===== config.mk =====
export PLATFORM = sky130hd
export DESIGN_NAME = seq_mult_param_flat
export DESIGN_NICKNAME = d
export VERILOG_FILES = /design/src/rtl/seq_mult_pkg.sv /design/src/rtl/seq_mult_param_if.sv /design/src/rtl/seq_mult_absneg.sv /design/src/rtl/seq_mult_param.sv /design/src/flat_wrapper.sv
export SDC_FILE = /design/constraint.sdc
export NUM_CORES = 1
export LEC_CHECK = 0
export ABC_AREA = 0
export BUFFER_PORTS_ARGS = -buffer_cell sky130_fd_sc_hd__buf_2
export CAP_MARGIN = 10
export CORE_MARGIN = 3
export CORE_UTILIZATION = 40
export DETAILED_ROUTE_END_ITERATION = 12
export HOLD_SLACK_MARGIN = 0.02
export PLACE_DENSITY = 0.64
export SLEW_MARGIN = 25
export SYNTH_ARGS = -nofsm -noshare
export SYNTH_HDL_FRONTEND = slang
export SYNTH_SLANG_ARGS = --single-unit

===== constraint.sdc =====
create_clock -name clk94 -period 3.4 [get_ports clk94]
set_clock_uncertainty 0.2 [all_clocks]
set_input_delay 0.68 -clock clk94 [delete_from_list [all_inputs] [get_ports clk94]]
set_output_delay 0.68 -clock clk94 [all_outputs]
set_load 0.05 [all_outputs]

===== src/rtl/seq_mult_pkg.sv =====
// seq_mult_pkg: shared FSM state type and counter-width helper for the sequential multiplier.
package seq_mult_pkg;
  typedef enum logic [1:0] {IDLE, RUN, FIX} state_t;
  function automatic int clog2(input int n);
    int r;
    for (r = 0; (1 << r) < n; r++) begin
    end
    return r;
  endfunction
endpackage


===== src/rtl/seq_mult_param_if.sv =====
// seq_mult_param_if: request/operand/result bundle between a requester and the multiplier.
interface seq_mult_param_if #(parameter int WIDTH = 16);
  logic                 start94;
  logic                 signed_mode94;
  logic [WIDTH-1:0]     multiplicand94;
  logic [WIDTH-1:0]     multiplier94;
  logic                 ready94;
  logic                 done94;
  logic [2*WIDTH-1:0]   product94;
  modport master (output start94, signed_mode94, multiplicand94, multiplier94,
                  input ready94, done94, product94);
  modport slave (input start94, signed_mode94, multiplicand94, multiplier94,
                 output ready94, done94, product94);
endinterface


===== src/rtl/seq_mult_absneg.sv =====
// seq_mult_absneg: conditional two's-complement negate (magnitude of a signed value when neg = its sign).
module seq_mult_absneg #(parameter int W = 16) (
  input  logic [W-1:0] a,
  input  logic         neg,
  output logic [W-1:0] y
);
  assign y = neg ? -a : a;
endmodule


===== src/rtl/seq_mult_param.sv =====
// seq_mult_param: radix-2 shift-add multiplier, signed/unsigned; SEQ_MULT_EARLY_TERM_EN enables early termination.
module seq_mult_param
  import seq_mult_pkg::*;
#(
  parameter int WIDTH = 16
) (
  input  logic            clk94,
  input  logic            rst94,
  seq_mult_param_if.slave bus
);
  localparam int CW = clog2(WIDTH + 1);
  state_t               state, state_nx;
  logic [CW-1:0]        cnt;
  logic [2*WIDTH-1:0]   acc, fix_val, fix_res, prod;
  logic [WIDTH-1:0]     mag_a, mag_a_in, mag_b_in;
  logic [WIDTH:0]       sum;
  logic                 neg, neg_in, accept, last, done;
  seq_mult_absneg #(.W(WIDTH)) u_abs_a (
    .a(bus.multiplicand94), .neg(bus.signed_mode94 & bus.multiplicand94[WIDTH-1]), .y(mag_a_in)
  );
  seq_mult_absneg #(.W(WIDTH)) u_abs_b (
    .a(bus.multiplier94), .neg(bus.signed_mode94 & bus.multiplier94[WIDTH-1]), .y(mag_b_in)
  );
  seq_mult_absneg #(.W(2*WIDTH)) u_fix (.a(fix_val), .neg(neg), .y(fix_res));
  // A zero operand never sets neg, so a zero product is never sign-corrected
  assign neg_in = bus.signed_mode94 & (bus.multiplicand94[WIDTH-1] ^ bus.multiplier94[WIDTH-1])
                & (|bus.multiplicand94) & (|bus.multiplier94);
  assign sum = {1'b0, acc[2*WIDTH-1:WIDTH]} + (acc[0] ? {1'b0, mag_a} : {(WIDTH+1){1'b0}});
`ifdef SEQ_MULT_EARLY_TERM_EN
  // Exit once the unconsumed multiplier bits are zero, after at least one iteration
  assign last = (cnt == '0) || (cnt != CW'(WIDTH) && (acc[WIDTH-1:0] & ~({WIDTH{1'b1}} << cnt)) == '0);
  assign fix_val = acc >> cnt;
`else
  assign last = cnt == '0;
  assign fix_val = acc;
`endif
  assign accept = state == IDLE && bus.start94;
  assign bus.done94 = done;
  assign bus.product94 = prod;
  always_ff @(posedge clk94)
    if (rst94) state <= IDLE;
    else state <= state_nx;
  always_comb begin
    state_nx = state == IDLE ? (bus.start94 ? RUN : IDLE)
             : state == RUN  ? (last ? FIX : RUN)
             : IDLE;
    bus.ready94 = state == IDLE;
  end
  always_ff @(posedge clk94) begin
    if (rst94) begin
      cnt   <= '0;
      acc   <= '0;
      mag_a <= '0;
      neg   <= 1'b0;
      prod  <= '0;
      done  <= 1'b0;
    end else begin
      if (accept) begin
        mag_a <= mag_a_in;
        acc   <= {{WIDTH{1'b0}}, mag_b_in};
        cnt   <= CW'(WIDTH);
        neg   <= neg_in;
      end else if (state == RUN && !last) begin
        acc <= {sum, acc[WIDTH-1:1]};
        cnt <= cnt - 1'b1;
      end
      if (state == FIX) prod <= fix_res;
      done <= state == FIX;
    end
  end
endmodule


===== src/flat_wrapper.sv =====
// flat-port wrapper written by rule: the top's interface ports become plain ports
module seq_mult_param_flat import seq_mult_pkg::*;
#(
  parameter int WIDTH = 16
)
  (clk94, rst94, bus_start94, bus_signed_mode94, bus_multiplicand94, bus_multiplier94, bus_ready94, bus_done94, bus_product94);
  seq_mult_param_if #(.WIDTH(WIDTH)) bus_i ();
  input  logic clk94;
  input  logic rst94;
  input wire logic [$bits(bus_i.start94)-1:0] bus_start94;
  input wire logic [$bits(bus_i.signed_mode94)-1:0] bus_signed_mode94;
  input wire logic [$bits(bus_i.multiplicand94)-1:0] bus_multiplicand94;
  input wire logic [$bits(bus_i.multiplier94)-1:0] bus_multiplier94;
  output wire logic [$bits(bus_i.ready94)-1:0] bus_ready94;
  output wire logic [$bits(bus_i.done94)-1:0] bus_done94;
  output wire logic [$bits(bus_i.product94)-1:0] bus_product94;
  assign bus_i.start94 = bus_start94;
  assign bus_i.signed_mode94 = bus_signed_mode94;
  assign bus_i.multiplicand94 = bus_multiplicand94;
  assign bus_i.multiplier94 = bus_multiplier94;
  assign bus_ready94 = bus_i.ready94;
  assign bus_done94 = bus_i.done94;
  assign bus_product94 = bus_i.product94;
  seq_mult_param #(.WIDTH(WIDTH)) u_core (.clk94(clk94), .rst94(rst94), .bus(bus_i));
endmodule

=== Word level (Yosys, flattened, before mapping) ===
Index checks and enable logic that the tools add are counted.

* Logic and storage cells: 43
* Output and inout bits: 34
* Input bits: 36
* Register bits: 89

* Equal/unequal tests: 2
* Reductions and logical operators: 9
* Bitwise operators: 6
* Add/sub/neg operators: 5
* Multiplexer cells: 12

{| class="wikitable"
|+ Operator list
! kind !! count
|-
| 16-bit two-way mux || 5
|-
| 32-bit two-way mux || 1
|-
| 16-bit negation || 2
|-
| 32-bit negation || 1
|-
| 16-bit OR reduction || 2
|-
| 16-bit by 16-bit adder with 17-bit output || 1
|-
| 5-bit two-way mux || 2
|-
| 2-bit two-way mux || 3
|-
| 1-bit bitwise AND || 5
|-
| 5-bit logical NOT || 1
|-
| 5-bit by 1-bit subtractor with 5-bit output, second input constant || 1
|-
| 2-bit by 1-bit equality test with 1-bit output, second input constant || 1
|-
| 2-bit equality test, second input constant || 1
|-
| 1-bit logical AND || 2
|-
| 2-bit logical NOT || 1
|-
| 2-bit nonzero test || 1
|-
| 2-bit OR reduction || 1
|-
| 1-bit logical NOT || 1
|-
| 1-bit two-way mux || 1
|-
| 1-bit bitwise XOR || 1
|}

=== Logic depth before layout (Yosys ltp) ===
Gate-level depths: netlist (run 1).

* Word-level depth: 5
* Gate-level depth with buffers: 11
* Depth with buffers taken out: 9

=== By module ===
Synthesis (run 1) repeated with hierarchy kept, for this count alone.

* Cells, all modules: 746
* Area, all modules: 5728.0 um^2

{| class="wikitable"
|+ By module, submodules not included
! module !! instances !! area each (um^2) !! cells an instance
|-
| seq_mult_param || 1 || 4162.7 || 536
|-
| seq_mult_absneg (u_core.u_abs_a ...) || 2 || 399.1 || 51
|-
| seq_mult_absneg (u_core.u_fix) || 1 || 767.0 || 108
|}

=== Worst setup path after synthesis (run 1) ===
No wires, ideal clock.

* Path type: reg2reg
* Start point: reg u_core.acc[0]
* End point: reg u_core.acc[25]
* Library setup time: 0.070 ns
* Cell stages (with the launch flop): 12
* Data required time: 3.130 ns
* Period minus slack after synthesis: 2.782 ns
* Path buffers: 2
* Arrival: 2.511 ns
* Path slack: 0.618 ns
* Path through: dfxtp_1 > clkbuf_1 > clkbuf_1 > and2_1 > ha_1 > fa_1 > a211oi_1 > o211ai_1 > a41oi_1 > xnor2_1 > nand2_1 > a21oi_1

* Word-level cells in the longest chain between the ends: 2

{| class="wikitable"
|+ RTL lines
! element !! line !! source
|-
| start, declared || seq_mult_param.sv:14 || <nowiki>logic [2*WIDTH-1:0] acc, fix_val, fix_res, prod;</nowiki>
|-
| start signal, assigned || seq_mult_param.sv:60 || <nowiki>acc <= {{WIDTH{1'b0}}, mag_b_in};</nowiki>
|-
| start signal, assigned || seq_mult_param.sv:64 || <nowiki>acc <= {sum, acc[WIDTH-1:1]};</nowiki>
|-
| 16-bit two-way mux || seq_mult_param.sv:28 || <nowiki>assign sum = {1'b0, acc[2*WIDTH-1:WIDTH]} + (acc[0] ? {1'b0, mag_a} : {(WIDTH+1){1'b0}});</nowiki>
|-
| 16-bit by 16-bit adder with 17-bit output || seq_mult_param.sv:28 ||
|}

No other way between the ends.
A chain may end at the register's enable or synchronous reset.

=== Final worst setup path (run 1) ===
* Start point: reg u_core.acc[0]
* End point: reg u_core.acc[30]

Same word-level chain as after synthesis.

==> results.yml, run 1 <==
drt:
  drt_wl_total_um: 13800
  drt_iter0_drc: 290
  via_per_inst: 5.45
  drc: 0
  vias: 4896
  post_drt_wl_per_cell_um: 15.4
  ant_nets: 0
  first_pass_iters: 4
cts:
  clk_path_buf_depth: 2
  clk_pin_slew_ns: 0.07
  cts-buffers-inserted: 9
  cts.htree.levels: 3
  root_buffer: "clkbuf_16"
  clock_latency_ns: 0.35
  cts_setup_buffers: 0
  cts_resized: 0
  cts_sinks: 89
  tritoncts: "built"
  holdBufCountCts: 0
grt:
  grt_pass1_vias: 4619
  track_usage_pct: 19.4
  grt_pass1_wl_um: 23200
  antenna_found_initial: 0
  grt_max_degree: 53
  gr-total-overflow: 0
synthesis:
  ys_top_cells_by_area: "dfxtp_1 (34%), nor2_1 (6.5%), a211oi_1 (5.9%)"
  yosysSeqAreaShare_pct: 33.5
  yosysWarnings: 0
  synth_top_area_share_pct: 33.5
  syn_nets: 729
  yosys.area.top_type: "dfxtp_1"
  synthArstFlopShare_pct: 0
  avgSynthCellArea_um2: 7.90
  synth_cell_types: 52
  synthFlopType: "dfxtp_1"
  synth_area_um2: 5310
  synth_seq_cells: 89
  synth_edf_count: 0
  syn_inst: 672
timing:
  tns_ns: 0
  timing.fmax_ghz: 0.347
  maxSlewHeadroom_pct: 47.9
  hold_violations: 0
  period_share_pct: 84.9
  fin_crit_ns: 2.88
  rsz0062_at_grt: "no"
  maxSlewViolCount: 0
  worst_pin_slew_ns: 0.776
  setup_violations: 0
setup_path:
  endpoint: "u_core.acc[30]"
  cp-start-kind: "flip-flop"
  rr_startpoint: "u_core.acc[0]"
  cp-end-kind: "flip-flop"
  crit_top_cell: "o21ai_0"
  critical_path_required_ns: 3.42
  worstSetupStartpoint: "u_core.acc[0]"
  r2r_slack_ns: 0.52
  r2r_cells: 9
  crit_chain: "buf_4, and2_1, ha_1, a2111oi_0, o21ai_0, a31oi_1, o21ai_0, xnor2_1, o21ai_0"
  crit_type: "reg2reg"
  crit_path_top_delay_cell: "a2111oi_0"
  reg2reg_to: "u_core.acc[30]"
  max_stage_delay_ns: 0.51
  arrival_ns: 2.91
  crit_fanout: 11
pwr:
  leakagePower_nw: 2.32
  seqPwrFrac_pct: 43.0
  p_int_mw: 1.91
  p_comb_share_pct: 20.0
  power.share.clock_pct: 37.0
  power-per-cell-area_nw_per_um2: 454
  ir_worst_vdd_mv: 0.252
  power.switching_mw: 0.858
  sw_frac_of_total_pct: 31.0
final_layout:
  utilization_pct: 47.6
  drive_gt1_share_pct: 15.3
  nNetsFinal: 778
  mostFrequentLayoutCells: "nor2_1 (91), dfxtp_1 (88), nand2_1 (76)"
  area_growth_pct: 14.9
  antenna_cells: 0
  final_common_cell: "nor2_1"
place:
  dp_hpwl_um: 10500
  portBuffers: 69
  place_congestion: 0.950
floorplanning:
  coreArea_um2: 12800
  initial_core_util_pct: 41.4
  die_h_um: 121
  die_w_um: 121
  die-area_um2: 14700
  ios: 70
  rows: 41
status:
  outcome: "completed"
flow_run:
  drv_cap: 0
worst_hold_path:
  hp-class: "reg2reg"
-- metrics by stage --
step | total power [mW] | cell area, um^2 | hold WS [ns] | worst slack, ns | cells
global placement | 1.75 | 5800 | 0.247 | 0.644 | 882
finish | 2.77 | 6100 | 0.256 | 0.515 | 898
detailed placement | 1.77 | 5800 | 0.246 | 0.549 | 882
floorplan | 1.60 | 5310 | 0.227 | 0.618 | 672
global route | 2.91 | 6100 | 0.277 | 0.205 | 898
CTS | 2.78 | 6100 | 0.255 | 0.516 | 898
-- cell usage after synthesis (3+ instances only) --
master / n
a311oi_1: 16
nor3_1: 13
o41ai_2: 3
o41ai_1: 5
nor2b_1: 7
nor4_1: 12
ha_1: 20
xnor2_1: 30
nand2_1: 76
or4_4: 3
buf_2: 5
nand2b_1: 7
a31oi_1: 3
clkbuf_1: 31
nor2_1: 92
xor2_1: 35
o211ai_1: 3
nand4_1: 6
buf_1: 4
o21bai_1: 5
a21o_1: 5
or3_1: 7
and2_1: 17
o21ai_0: 33
or4_1: 3
mux2i_1: 3
dfxtp_1: 89
a211oi_1: 42
nand3_1: 15
o31ai_1: 11
inv_1: 13
a21oi_1: 34
-- cell families (layout without fill, tap and decap cells) --
family,after synthesis,after routing,share of synthesized area (%)
adder cells (fa/ha/maj),21,21,5.09
AO/OA/AOI/OAI,172,172,22.2
multiplexers,4,4,0.777
XOR/XNOR,65,65,10.7
AND/OR/NAND/NOR,268,268,23.8
buffers and inverters,53,107,3.86
flip-flops,89,89,33.5
-- metal layers --
layer | wire (um) | global-route usage (%) | part of all wire, %
met5 | 0 | 0 | 0
met4 | 145 | 5.39 | 1.0
met3 | 815 | 4.06 | 5.9
met2 | 6050 | 29.0 | 44
met1 | 6810 | 28.3 | 49
-- how the worst min path moves through the flow --
stage                                        start                       end  depth (start not counted)
after floorplan                   u_core.mag_a[15]          u_core.mag_a[15]                          2
after global placement    u_core.bus.product94[29]  u_core.bus.product94[29]                          2
after detailed placement           u_core.mag_a[0]           u_core.mag_a[0]                          2
after CTS                          u_core.mag_a[0]           u_core.mag_a[0]                          2
after global routing      u_core.bus.product94[29]  u_core.bus.product94[29]                          2
final                      u_core.bus.product94[0]   u_core.bus.product94[0]                          2
-- registers in the layout, summed over array words and instances, names as in the netlist --
name / cells
u_core.state: 2
u_core.bus.product94: 32
u_core.neg: 1
u_core.bus.done94: 1
u_core.cnt: 5
u_core.mag_a: 16
u_core.acc: 32
-- final cells by class --
cell class / count / area (um^2)
fillers: 1313 / 6720
multi-input cells: 530 / 3340
flip-flops and latches: 89 / 1780
repair buffers: 78 / 413
clock buffers: 11 / 253
well taps: 172 / 215
clock inverters: 5 / 53.8
inverters: 13 / 48.8
-- worst max-delay path, delay by kind of cell, from the launching register on --
kind                     cells  cell delay, ns
adder cells (fa/ha/maj)      1            0.24
XOR/XNOR                     1            0.15
flip-flops                   1            0.40
AND/OR/NAND/NOR              1            0.14
AO/OA/AOI/OAI                5            1.44
buffers and inverters        1            0.20
-- power by group through the flow --
stage | combinational [mW] | sequential, mW | clock [mW]
2_1_floorplan | 0.351 | 1.25 | 0
3_5_place_dp | 0.554 | 1.21 | 0
5_1_grt | 0.614 | 1.20 | 1.09
3_3_place_gp | 0.544 | 1.21 | 0
4_1_cts | 0.556 | 1.19 | 1.04
6_report | 0.554 | 1.19 | 1.03
Power figures use the tool's default switching activity.
==> run 2, diff against run 1 <==
--- a/config.mk
+++ b/config.mk
@@ -12,7 +12,7 @@
 export CORE_UTILIZATION = 40
 export DETAILED_ROUTE_END_ITERATION = 12
 export HOLD_SLACK_MARGIN = 0.02
-export PLACE_DENSITY = 0.64
+export PLACE_DENSITY = 0.66
 export SLEW_MARGIN = 25
 export SYNTH_ARGS = -nofsm -noshare
 export SYNTH_HDL_FRONTEND = slang
==> constraint.sdc (replaced) <==
create_clock -name clk94 -period 2.6 [get_ports clk94]
set_clock_uncertainty 0.2 [all_clocks]
set_input_delay 0.52 -clock clk94 [delete_from_list [all_inputs] [get_ports clk94]]
set_output_delay 0.52 -clock clk94 [all_outputs]
set_load 0.05 [all_outputs]
==> results.yml, run 2 (same netlist as run 1, synthesis figures left out) <==
timing:
  worst_pin_slew_ns: 0.535
  hold_violations: 0
  tns_ns: 0
  worst_hold_slack_ns: 0.238
  rsz0062_at_grt: "no"
  maxSlewViolCount: 0
  setup_violations: 0
  timing.fmax_ghz: 0.400
  fin_crit_ns: 2.50
  layout_setup_ws_ns: 0.0977
  period_share_pct: 96.2
  maxSlewHeadroom_pct: 64.3
place:
  place_ws_ns: -0.00605
  dp_hpwl_um: 10500
  place_congestion: 0.866
  placed_cell_area_um2: 6000
  portBuffers: 69
  place_inst: 908
setup_path:
  arrival_ns: 2.58
  cp-start-kind: "flip-flop"
  crit_fanout: 16
  crit_chain: "and2_1, ha_1, nand3_1, nor4_1, nor2_1, a21boi_0, mux2_2, o22ai_1"
  crit_type: "reg2reg"
  critical_path_required_ns: 2.68
  cp-end-kind: "flip-flop"
  crit_path_top_delay_cell: "dfxtp_4"
  max_stage_delay_ns: 0.38
floorplanning:
  die-area_um2: 14700
  rows: 41
  die_h_um: 121
  coreArea_um2: 12800
  die_w_um: 121
  ios: 70
  initial_core_util_pct: 41.4
drt:
  vias: 5024
  drt_wl_total_um: 13800
  drc: 0
  post_drt_wl_per_cell_um: 14.9
  drt_iter0_drc: 303
  first_pass_iters: 4
  ant_nets: 0
  via_per_inst: 5.43
final_layout:
  final_common_cell: "nor2_1"
  antenna_cells: 0
  drive_gt1_share_pct: 19.1
  area_growth_pct: 20.0
  fin_cells: 926
  utilization_pct: 49.7
  fin_area_um2: 6370
  nNetsFinal: 806
  mostFrequentLayoutCells: "nor2_1 (91), dfxtp_1 (88), nand2_1 (76)"
status:
  outcome: "completed"
pwr:
  leakagePower_nw: 2.48
  totalPowerFinal_mw: 3.74
  ir_worst_vdd_mv: 0.370
  power-per-cell-area_nw_per_um2: 588
cts:
  holdBufCountCts: 0
  clk_path_buf_depth: 2
  tritoncts: "built"
  clk_pin_slew_ns: 0.07
  cts_sinks: 89
  cts.htree.levels: 3
  clock_latency_ns: 0.35
  root_buffer: "clkbuf_16"
  cts-buffers-inserted: 9
grt:
  grt_pass1_vias: 4489
  gr-total-overflow: 0
  antenna_found_initial: 0
  track_usage_pct: 18.8
  grt_pass1_wl_um: 22400
  grt_max_degree: 58
worst_hold_path:
  hp-class: "in2reg"
flow_run:
  drv_cap: 0
## run 2: final timing paths
kind | startpoint | to | slack, ns | cells after the start
min | bus_multiplicand94[0] | u_core.mag_a[0] | 0.24 | 3
max reg2reg | u_core.acc[0] | u_core.acc[27] | 0.1 | 8
max | u_core.acc[0] | u_core.acc[27] | 0.1 | 8
min reg2reg | u_core.bus.product94[27] | u_core.bus.product94[27] | 0.25 | 2
## run 2: routing by layer
layer  track usage (%)  part of all wire, %  vias to the layer above
met5                 0                    0                        -
met4              5.95                  1.2                        0
met3              3.22                  6.4                       13
met2              27.7                   43                      156
met1              27.8                   50                     2279
li1                  -                    -                     2576
## run 2: final cells by class
type	count	area [um^2]
inverter	13	48.8
multi-input combinational	530	3370
clock buffer	9	225
sequential	89	1790
tap	172	215
clock inverter	7	98.8
fill	1259	6450
timing repair buffer	106	623
## run 2: where the power goes
group | internal (mW) | total (mW) | switching, mW
Sequential | 1.46 | 1.54 | 0.0844
Clock | 0.851 | 1.43 | 0.577
Combinational | 0.277 | 0.775 | 0.498
## run 2: critical path, delay by kind of cell (launching register included)
family,cells,cell delay [ns]
flops,1,0.38
simple gates,4,0.77
mux,1,0.36
compound gates,2,0.34
fa+ha+maj,1,0.38
## run 2: repair_timing
item / in CTS / in global routing
setup buffers: 0 / 2
pin swaps: 0 / 1
gates resized for setup: 3 / 6
endpoints found under the setup margin: 3 / 7
